==> src/rtl/seg7_pkg.sv <==
// Shared types and active-low segment patterns for the seven-segment display path.
package seg7_pkg;

  // Four BCD digits; index 0 is the least significant digit.
  typedef logic [0:3][0:3] bcd4_t;

  // Segment bit order is {g,f,e,d,c,b,a}, active low.
  localparam logic [6:0] SEG_BLANK = 7'h7F;
  localparam logic [6:0] SEG_DASH  = 7'h3F;

  localparam logic [6:0] SEG_D0 = 7'h40;
  localparam logic [6:0] SEG_D1 = 7'h79;
  localparam logic [6:0] SEG_D2 = 7'h24;
  localparam logic [6:0] SEG_D3 = 7'h30;
  localparam logic [6:0] SEG_D4 = 7'h19;
  localparam logic [6:0] SEG_D5 = 7'h12;
  localparam logic [6:0] SEG_D6 = 7'h02;
  localparam logic [6:0] SEG_D7 = 7'h78;
  localparam logic [6:0] SEG_D8 = 7'h00;
  localparam logic [6:0] SEG_D9 = 7'h10;

endpackage

==> src/rtl/seg7_encode.sv <==
// Combinational 4-bit value to active-low seven-segment pattern.
// Non-BCD values (10..15) render as a dash so bad data is visible on the board.
module seg7_encode
  import seg7_pkg::*;
(
  input  logic [3:0] i_val,
  output logic [6:0] o_seg
);

  // Pattern lookup; anything outside 0..9 falls through to the dash.
  always_comb begin
    o_seg = SEG_DASH;
    case (i_val)
      4'd0: o_seg = SEG_D0;
      4'd1: o_seg = SEG_D1;
      4'd2: o_seg = SEG_D2;
      4'd3: o_seg = SEG_D3;
      4'd4: o_seg = SEG_D4;
      4'd5: o_seg = SEG_D5;
      4'd6: o_seg = SEG_D6;
      4'd7: o_seg = SEG_D7;
      4'd8: o_seg = SEG_D8;
      4'd9: o_seg = SEG_D9;
      default: o_seg = SEG_DASH;
    endcase
  end

endmodule

==> src/rtl/bcd_digit_scanner.sv <==
// Four-digit multiplexed seven-segment driver fed from the frame counter's BCD bus.
// Digits are captured into a snapshot on startOfFrame so a slot never shows a torn
// frame; each slot begins with GUARD dark cycles to avoid ghosting between anodes.
module bcd_digit_scanner
  import seg7_pkg::*;
#(
  parameter int SCAN_DIV      = 50000,
  parameter int GUARD         = 16,
  parameter int BLANK_LEADING = 1
) (
  input  logic        clk,
  input  logic        resetN,
  input  logic        startOfFrame,
  input  bcd4_t       num,
  input  logic        enable,
  output logic [3:0]  an,
  output logic [6:0]  segN,
  output logic        errFlag
);

  localparam int             CW       = (SCAN_DIV > 2) ? $clog2(SCAN_DIV) : 1;
  localparam logic [CW-1:0]  CNT_LAST = CW'(SCAN_DIV - 1);

  bcd4_t         r_snap;
  logic [CW-1:0] r_cnt;
  logic [1:0]    r_slot;
  logic [3:0]    r_an;
  logic [6:0]    r_seg;
  logic          r_err;

  logic          w_in_guard;
  logic [3:0]    w_zero_from;
  logic          w_slot_blanked;
  logic          w_off;
  logic          w_num_bad;
  logic [3:0]    w_digit;
  logic [6:0]    w_seg_digit;

  // A zero-length guard must never compare against zero on an unsigned counter.
  generate
    if (GUARD > 0) begin : g_guard
      assign w_in_guard = (r_cnt < CW'(GUARD));
    end else begin : g_no_guard
      assign w_in_guard = 1'b0;
    end
  endgenerate

  // Leading-zero detection: w_zero_from[i] is set when digits i..3 are all zero.
  always_comb begin
    w_zero_from[3] = (r_snap[3] == 4'd0);
    w_zero_from[2] = w_zero_from[3] && (r_snap[2] == 4'd0);
    w_zero_from[1] = w_zero_from[2] && (r_snap[1] == 4'd0);
    w_zero_from[0] = w_zero_from[1] && (r_snap[0] == 4'd0);
    w_slot_blanked = (BLANK_LEADING != 0) && (r_slot != 2'd0) && w_zero_from[r_slot];
    w_off          = !enable || w_in_guard || w_slot_blanked;
  end

  // Any non-BCD digit on the live bus at capture time trips the sticky flag.
  always_comb begin
    w_num_bad = 1'b0;
    for (int i = 0; i < 4; i++) begin
      if (num[i] > 4'd9) w_num_bad = 1'b1;
    end
  end

  assign w_digit = r_snap[r_slot];

  seg7_encode u_encode (
    .i_val (w_digit),
    .o_seg (w_seg_digit)
  );

  // Snapshot capture and sticky error flag; capture ignores enable.
  always_ff @(posedge clk or negedge resetN) begin
    if (!resetN) begin
      r_snap <= '0;
      r_err  <= 1'b0;
    end else if (startOfFrame) begin
      r_snap <= num;
      if (w_num_bad) r_err <= 1'b1;
    end
  end

  // Prescaler and slot counter; both freeze while the scan is disabled.
  always_ff @(posedge clk or negedge resetN) begin
    if (!resetN) begin
      r_cnt  <= '0;
      r_slot <= 2'd0;
    end else if (enable) begin
      if (r_cnt == CNT_LAST) begin
        r_cnt  <= '0;
        r_slot <= r_slot + 2'd1;
      end else begin
        r_cnt <= r_cnt + 1'b1;
      end
    end
  end

  // Registered pin drivers, selected from the current scan state.
  always_ff @(posedge clk or negedge resetN) begin
    if (!resetN) begin
      r_an  <= 4'b1111;
      r_seg <= SEG_BLANK;
    end else if (w_off) begin
      r_an  <= 4'b1111;
      r_seg <= SEG_BLANK;
    end else begin
      r_an  <= ~(4'b0001 << r_slot);
      r_seg <= w_seg_digit;
    end
  end

  assign an      = r_an;
  assign segN    = r_seg;
  assign errFlag = r_err;

endmodule

==> config.mk <==
export PLATFORM = sky130hd
export DESIGN_NAME = bcd_digit_scanner
export DESIGN_NICKNAME = d
export VERILOG_FILES = /design/src/rtl/seg7_pkg.sv /design/src/rtl/seg7_encode.sv /design/src/rtl/bcd_digit_scanner.sv
export SDC_FILE = /design/constraint.sdc
export NUM_CORES = 1
export LEC_CHECK = 0
export CAP_MARGIN = 40
export CORE_MARGIN = 10
export CORE_UTILIZATION = 40
export DETAILED_ROUTE_END_ITERATION = 10
export GPL_TIMING_DRIVEN = 0
export SLEW_MARGIN = 20
export SYNTH_ARGS = -nofsm -noshare
export SYNTH_HDL_FRONTEND = slang
export SYNTH_SLANG_ARGS = --single-unit
==> constraint.sdc <==
create_clock -name clk -period 5 [get_ports clk]
set_input_delay 1.5 -clock clk [delete_from_list [all_inputs] [get_ports clk]]
set_output_delay 1.5 -clock clk [all_outputs]
set_load 0.05 [all_outputs]
==> flow_summary.toml, run 1 <==
[run_status]
status = "complete, no violations"

[clock_tree]
post_cts_buffers = 0
cts_hold_buf = 0
cts_max_level = 2
cts_num_sinks = 46
clock_path_buffers = 2
cts_root_buf = "clkbuf_8"
cts_tree = "built"
path_clk_slew_ps = 80
clock_latency_ps = 300
cts_made_buffers = 5
cts_resized = 0

[hold_path]
whs_path_depth = 1
worstHoldPathType = "flop to flop"

[synthesis]
synth_area_leaders = "dfrtp_1 (38%), dfstp_2 (12%), mux2_2 (7.8%)"
netlist_area_um2 = 2320
synthCells = 200
synth_nets = 230
ys_types = 41
ys_ff_latch = 46
yosys-top-cells-count = "dfrtp_1 (35), mux2_2 (16), nor2_1 (14)"
ys_warn_count = 0
yosysTopAreaCell = "dfrtp_1"
synth_edf_count = 0
avgSynthCellArea_um2 = 11.6
async_reset_ff_share_pct = 100
ys.flop_type = "dfrtp_1"
synth_seq_area_share_pct = 50.3
synth_top_area_share_pct = 37.8
synth.most_common_cell = "dfrtp_1"

[place]
hpwl_um = 3360
gp_congestion = 0.775
port_buffers = 30

[sta]
whs_ps = 457
fin_setup_tns_ps = 0
finalSetupViolations = 0
fmax_mhz = 322
finalHoldViolCount = 0
slew_headroom_pct = 65.8
rsz0062_at_grt = "false"
period_minus_slack_ps = 3110
slew_violations = 0
min_period_over_period_pct = 62.1
skew_ps = 6.85
worst_slew_pin_slew_ps = 513

[critical_path]
startpoint = "an[0]"
slowest_delay_ps = 790
cp.depth = 1
path_cells = "clkdlybuf4s50_1"
worstSetupEndpointType = "output port"
critPathMaxFanout = 1
arrival_ps = 1610
cpLargestDelayFamily = "buffers and inverters"
slowest_stage = "clkdlybuf4s50_1"
worstSetupPathType = "flop to output port"
crit_buf_inv = 1
crit_required_ps = 3500
r2r-start = "r_slot[0]"
r2r_cells = 8
cp-start-kind = "flop"
endpoint = "an[0]"
r2r_setup_slack_ps = 3070
r2r-end = "segN[4]"

[grt]
track_usage_pct = 10.5
grt_pass1_wl_um = 7720
grt_overflow = 0
grt_max_degree = 29
grt_pass1_vias = 1576
antenna_found_initial = 0

[pwr]
peakVddDrop_mv = 0.177
power.density_nw_per_um2 = 315
p_leak_nw = 1.20

[final_layout]
final_nets = 268
drive_gt1_share_pct = 20.5
diodes = 0
area_growth_pct = 22.2
finish.utilization_pct = 50.8

[route]
drc = 0
wl_met2_um = 1930
route.vias.total = 1577
dr.pass1.iters = 4
wl_um = 4430
vias_per_cell = 5.07
drt_iter0_drc = 47
top_layer = "met4"
route.met3.wl_um = 310
wl_met1_um = 2140
ant_nets = 0
wl_per_cell_um = 14.2

[die]
ios = 32
start_util_pct = 41.6
die_h_um = 96.1
fp.dieW_um = 96.1
core_um2 = 5570
dieArea_um2 = 9240
placementRows = 27

[run]
max-cap-violations = 0
[state kept, by name (all words and copies together), names as in the netlist]
name and flops:
an 4, errFlag 1, r_cnt 16, r_slot 2, r_snap 16, segN 7
[final cells by class]
class	instances	area (um2)
Fill cell	511	2740
Clock inverter	3	40.0
Sequential cell	46	1160
Buffer	8	47.5
Multi-Input combinational cell	136	1070
Tap cell	72	90.1
Clock buffer	5	68.8
Timing Repair Buffer	31	315
Inverter	10	37.5
[layout by cell type, fill, tap and decap left out, types with 3 or more instances in the layout]
cell              n
o21ai_1           3
nor3_1            4
xnor2_1           7
buf_2             3
nor2_1           14
nand2_1           8
clkbuf_1          4
o211ai_1          6
xor2_1            6
nand4_1           6
nand3_1           7
clkdlybuf4s50_1  29
nor4_1            7
o21ai_0           5
mux4_2            4
dfstp_2          11
inv_1            10
nand2b_1          3
clkbuf_8          5
dfrtp_1          35
mux2_2           16
a21oi_1           6
ha_1             10
[report_power, final]
group	switching, mW	internal [mW]	leakage, nW
Clock	0.124	0.147	0.0579
Sequential	0.0408	0.417	0.538
Combinational	0.0865	0.0779	0.603
Total	0.251	0.642	1.20
[stage by stage]
step                power [mW]  instances  setup slack (ps)  cell area, um2
global route             0.942        311              1840            2830
detailed placement       0.631        303              1740            2720
global placement         0.626        302              1150            2710
CTS                      0.904        311              1870            2830
floorplan                0.569        200              2390            2320
finish                   0.893        311              1890            2830
[routing by layer]
| metal | vias up | GRT usage [%] |
|---|---|---|
| li1 | 793 | - |
| met1 | 746 | 14.0 |
| met2 | 34 | 15.1 |
| met3 | 4 | 3.74 |
| met4 | 0 | 4.05 |
| met5 | - | 0 |
[worst min path at each step]
stage	start	endpoint	slack, ps
2_1_floorplan	r_cnt[13]	r_cnt[13]	460
3_3_place_gp	errFlag	errFlag	440
3_5_place_dp	errFlag	errFlag	440
4_1_cts	errFlag	errFlag	460
5_1_grt	errFlag	errFlag	500
6_report	errFlag	errFlag	460
[cells by family (layout without fill, tap and decap cells)]
| family | after synthesis | after routing | synth area share, % |
|---|---|---|---|
| and+or+nand+nor | 62 | 62 | 14.4 |
| DFF | 46 | 46 | 50.3 |
| AOI/OAI and AO/OA | 30 | 30 | 9.02 |
| muxes | 21 | 21 | 12.3 |
| buffers and inverters | 18 | 57 | 3.67 |
| xor gates and xnor gates | 13 | 13 | 4.91 |
| adders and majority gates | 10 | 10 | 5.40 |
Note: power is estimated with default switching activity, not from simulation.
==> run 2, diff against run 1 <==
clock period = 2.8 ns   (was 5 ns; I/O delays follow)
==> results of run 2 <==
Same layout as run 1 (identical final DEF). Status: complete, no violations.
Main changes from that run: setup slack after placement 1740 ps -> 200 ps; setup slack after layout 1890 ps -> 353 ps; register-to-register setup slack 3070 ps -> 870 ps; total power 0.893 mW -> 1.59 mW; worst IR drop on VDD 0.177 mV -> 0.315 mV
==> run 3, diff against run 2 <==
GPL_ROUTABILITY_DRIVEN = 0   (was unset)
==> results of run 3 <==
Same layout as run 1 (identical final DEF). Status: complete, no violations.
Main changes from that run: setup slack after placement 1740 ps -> 200 ps; setup slack after layout 1890 ps -> 353 ps; register-to-register setup slack 3070 ps -> 870 ps; total power 0.893 mW -> 1.59 mW; worst IR drop on VDD 0.177 mV -> 0.315 mV
